**config.mk**
```make
export PLATFORM = sky130hd
export DESIGN_NAME = reg_file_ctx
export DESIGN_NICKNAME = d
export VERILOG_FILES = /design/src/rtl/reg_file_ctx.sv
export SDC_FILE = /design/constraint.sdc
export NUM_CORES = 1
export LEC_CHECK = 0
export CAP_MARGIN = 20
export CORE_MARGIN = 10
export CORE_UTILIZATION = 35
export DETAILED_ROUTE_END_ITERATION = 8
export PLACE_DENSITY = 0.51
export SLEW_MARGIN = 20
export SYNTH_ARGS = -nofsm -noshare
export SYNTH_HDL_FRONTEND = slang
export SYNTH_SLANG_ARGS = --single-unit
```
**constraint.sdc**
```tcl
create_clock -name clk -period 2.75 [get_ports clk]
set_input_delay 0.55 -clock clk [delete_from_list [all_inputs] [get_ports clk]]
set_output_delay 0.55 -clock clk [all_outputs]
set_load 0.01 [all_outputs]
```
**src/rtl/reg_file_ctx.sv**
```systemverilog
// 2-read/1-write register file with dedicated COUT register and a shadow
// snapshot bank for context save/restore. Optional macro: RF_BYPASS_EN.
module reg_file_ctx #(
  parameter int AW       = 3,
  parameter int DW       = 8,
  parameter int COUT_IDX = 2**AW-1
) (
  input  logic          clk,
  input  logic          reset,
  input  logic [AW-1:0] rs,
  input  logic [AW-1:0] rt,
  input  logic          write_enable,
  input  logic [DW-1:0] write_data,
  input  logic          cout_write_enable,
  input  logic [DW-1:0] cout_data,
  input  logic          save_req,
  input  logic          restore_req,
  output logic [DW-1:0] rs_val_o,
  output logic [DW-1:0] rt_val_o,
  output logic          busy_o,
  output logic          done_o,
  output logic          snap_valid_o,
  output logic          err_o
);

  localparam int          N      = 2**AW;
  localparam logic [AW-1:0] COUT_A = AW'(COUT_IDX);
  localparam logic [AW-1:0] LAST_A = AW'(N-1);

  typedef enum logic [1:0] {IDLE, SAVE, RESTORE} state_t;

  state_t        state, state_next;
  logic [AW-1:0] idx;
  logic [DW-1:0] rf     [N];
  logic [DW-1:0] shadow [N];
  logic          idle;
  logic          last_word;

  assign idle      = (state == IDLE);
  assign last_word = (idx == LAST_A);
  assign busy_o    = !idle;

  // NOTE: combinational next-state gets a default first so no latch is inferred.
  always_comb begin
    state_next = state;
    unique case (state)
      IDLE: begin
        if (save_req)                         state_next = SAVE;
        else if (restore_req && snap_valid_o) state_next = RESTORE;
      end
      SAVE, RESTORE: if (last_word) state_next = IDLE;
      default:       state_next = IDLE;
    endcase
  end

  // NOTE: state registers use non-blocking assignments so every flop samples pre-edge values.
  always_ff @(posedge clk or posedge reset) begin
    if (reset) begin
      state        <= IDLE;
      idx          <= '0;
      done_o       <= 1'b0;
      err_o        <= 1'b0;
      snap_valid_o <= 1'b0;
    end else begin
      state  <= state_next;
      done_o <= !idle && last_word;
      err_o  <= idle && !save_req && restore_req && !snap_valid_o;
      idx    <= (!idle && !last_word) ? idx + 1'b1 : '0;
      // A partially written snapshot must never look valid.
      if (idle && save_req)
        snap_valid_o <= 1'b0;
      else if (state == SAVE && last_word)
        snap_valid_o <= 1'b1;
    end
  end

  // Live file: core/ALU writes only while idle, restore copies one word per cycle.
  always_ff @(posedge clk or posedge reset) begin
    if (reset) begin
      for (int i = 0; i < N; i++) rf[i] <= '0;
    end else if (state == RESTORE) begin
      rf[idx] <= shadow[idx];
    end else if (idle) begin
      if (write_enable)      rf[rs]     <= write_data;
      if (cout_write_enable) rf[COUT_A] <= cout_data;
    end
  end

  // NOTE: the shadow bank is plain storage with no reset; snap_valid_o guards its use.
  always_ff @(posedge clk) begin
    if (state == SAVE) shadow[idx] <= rf[idx];
  end

  always_comb begin
    rs_val_o = rf[rs];
    rt_val_o = rf[rt];
`ifdef RF_BYPASS_EN
    if (idle) begin
      if (write_enable)                     rs_val_o = write_data;
      if (write_enable && rt == rs)         rt_val_o = write_data;
      if (cout_write_enable && rs == COUT_A) rs_val_o = cout_data;
      if (cout_write_enable && rt == COUT_A) rt_val_o = cout_data;
    end
`endif
  end

endmodule

```
==> metrics <==
outcome finished clean; Synth cell types 59; compound-gate portion of the synthesized area 15.8%; vias per cell 5.99; Mapped Cells 647; CP max stage delay 0.41 ns; max layer used met4; nets approximately 800; most common cell after layout, fill and taps aside nand2_1; die height 171 um; clock slew at reported path FFs 0.07 ns; core area 0.0225 sq mm; CP dominant cell by count buf_12; worst path arrival time 2.16 ns; RePlAce Congestion approximately 0.93; Final Skew 0.0105 ns; CP Cell Sequence clkdlybuf4s50_1 -> buf_6 -> buf_12 -> inv_2 -> buf_12 -> mux2_2 -> dlygate4sd2_1; Netlist Area Pre-Place 0.00797 sq mm; Clock Latency Late Sink 0.42 ns; die width 171 um; # setup viols final 0; Yosys top cell by area edfxtp_1; TritonCTS Buffers 17; RSZ-0062 raised after global routing false; Initial Util 35.4%; die area 0.0292 sq mm; # IOs 48; ant diodes 0; WL final 27,100 um; Async SR Flop Fraction 52.9%; Yosys reg bits 136; sequential-to-total area share from yosys stat 46.7%; mux cell area share after synthesis ~17%; DRC 0; largest net degree at the start of global routing 73; Crit Path Max Fanout 8; actual slew at the worst max-slew pin 0.982 ns; setup_tns 0 ns; Post-DP Area between 0.009 and 0.01 sq mm; design area 0.00988 sq mm; Leak Pwr 3.88 nW; PortBufs 47; RR Startpoint state[0]$_DFFE_PP0P_; post-synthesis adder-cell area fraction 0.942%; Hold Violations, Final 0; main flop type after synthesis dfrtp_1; Fillers 2,041; Clk pwr share 27.0%; CTS tree yes; max_cap viols 0; Slew Viols, Final 0; most frequent cells in the layout 139 x nand2_1, 82 x buf_4, 71 x dfrtp_1, 64 x edfxtp_1, 59 x o221ai_1; worst vdd ir 487 uV; first-pass GRT wire length 40,800 um; GRT Total Usage 18.9%; via count 6,383; initial antenna violation count 0; CP Class in2out; met3 wire len ~2400 um; Detail Placement HPWL approximately 19,000 um; fmax 369 MHz; clock sink count 136; largest family of logic cells by synthesized area multiplexers; simple-gate portion of the synthesized area 14.2%; CTS root buffer clkbuf_16; Comb power frac 35.8%; Max Root-Sink Buffers 2; drt first-iter violations 759; std cell rows 55; crit start category input port; Metal-1 WL 11,500 um; switch share between 30% and 40%; internal power slightly above 5 mW; vias in the first global route about 6.5k; grt ovf 0; top cell type's share of synthesized area between 20% and 30%; critical path required time 2.20 ns; Slew headroom 34.5%; Post-Synth XOR/XNOR Area 0%; Tot Pwr 8.21 mW; worst min path class in2async; H-tree level count 4; sw power 3.04 mW; CP max stage cell clkdlybuf4s50_1; crit path time final 2.71 ns; wire length per cell 25.5 um; CP endpoint kind output port; fraction of layout cells with a size suffix above 1 31.2%; Synth Warn # 0; share of power burned in registers 37.2%; ranking of synthesized cells by area edfxtp_1 24%, dfrtp_1 23%, mux4_2 7.9%; P per Cell Area 831 mW/mm^2; syn_nets just under 700; period utilization 98.6%; WL met2 12,400 um; Layout area overhead 24.0%; Post-synth EDFFs 64; First-pass DRT Iterations 5; post-route ant nets 0; Setup crit start rs[0]; synthesized area per cell 12.3 sq um
worst max-delay path: cells and delay by family:
| family | cells | cell delay (ns) |
|---|---|---|
| mux | 1 | 0.34 |
| buf+inv | 6 | 1.27 |
power by group through the flow:
stage	clock network, mW	logic [mW]	registers [mW]
6_report	2.22	2.94	3.05
5_1_grt	2.34	3.15	3.09
4_1_cts	2.25	2.95	3.04
3_5_place_dp	0	2.95	3.07
3_3_place_gp	0	2.91	3.06
2_1_floorplan	0	2.03	2.88
worst paths after layout:
kind	to	slack [ns]	depth (start not counted)
max	rs_val_o[7]	0.04	7
min	err_o$_DFF_PP0_	0.52	3
max reg2reg	rf[61]$_DFFE_PP0P_	0.13	6
min reg2reg	err_o$_DFF_PP0_	0.52	1
max in group asynchronous	rf[7]$_DFFE_PP0P_	1.85	3
min in group clk	err_o$_DFF_PP0_	0.52	1
registers in the layout, indices dropped and copies added, names as in the netlist:
register,count
shadow,64
err_o,1
state,2
rf,64
idx,3
done_o,1
snap_valid_o,1
routing by layer:
metal	up-vias	global-route usage, %
met5	-	0
met4	0	7.79
met3	52	4.70
met2	304	29.1
met1	3237	24.8
li1	2790	-
cell usage after synthesis, types with 4 or more instances:
cell,count
a21oi_1,4
a221oi_1,5
a22oi_1,17
a22oi_2,13
buf_2,13
buf_4,10
buf_6,14
dfrtp_1,72
edfxtp_1,64
ha_1,6
inv_1,6
mux2_2,21
mux2i_1,37
mux4_1,5
mux4_2,28
nand2_1,139
nand2_2,9
nand2b_1,4
nor2_1,17
nor2b_1,15
nor3_2,6
nor4b_2,4
o21ai_0,5
o21ai_2,7
o221ai_1,59
o221ai_2,8
o22ai_1,4
per-stage QoR:
step	util (%)	worst slack [ns]	std cells	hold WS, ns
6_report	43.9	0.0378	1065	0.518
5_1_grt	43.9	0.00570	1065	0.547
4_1_cts	43.9	0.0197	1065	0.522
3_5_place_dp	40.7	-0.408	1019	0.522
3_3_place_gp	40.7	-0.415	1019	0.502
2_1_floorplan	-	0.375	647	0.478
repair_timing:
item                                    in CTS  in global routing
hold buffers                                 0                  0
setup buffers                               13                  0
gates resized for setup                     42                  4
endpoints found under the setup margin      16                  4
gates cloned                                 2                  0
cell families (layout without fill, tap and decap cells):
logic type               Yosys count  in the layout
buffers and inverters             51            184
multiplexers                      92             92
AND/OR/NAND/NOR                  223            223
AO/OA/AOI/OAI                    139            139
adder cells (fa/ha/maj)            6              6
flip-flops                       136            136
layout make-up:
class | instances | area, sq um | area share [%]
flip-flops and latches | 136 | 3720 | 37.7
repair buffers | 144 | 1360 | 13.7
inverters | 9 | 33.8 | 0.342
clock buffers | 19 | 433 | 4.38
multi-input cells | 460 | 3850 | 39.0
well taps | 285 | 357 | 3.61
clock inverters | 12 | 128 | 1.29
Power figures use the tool's default switching activity.
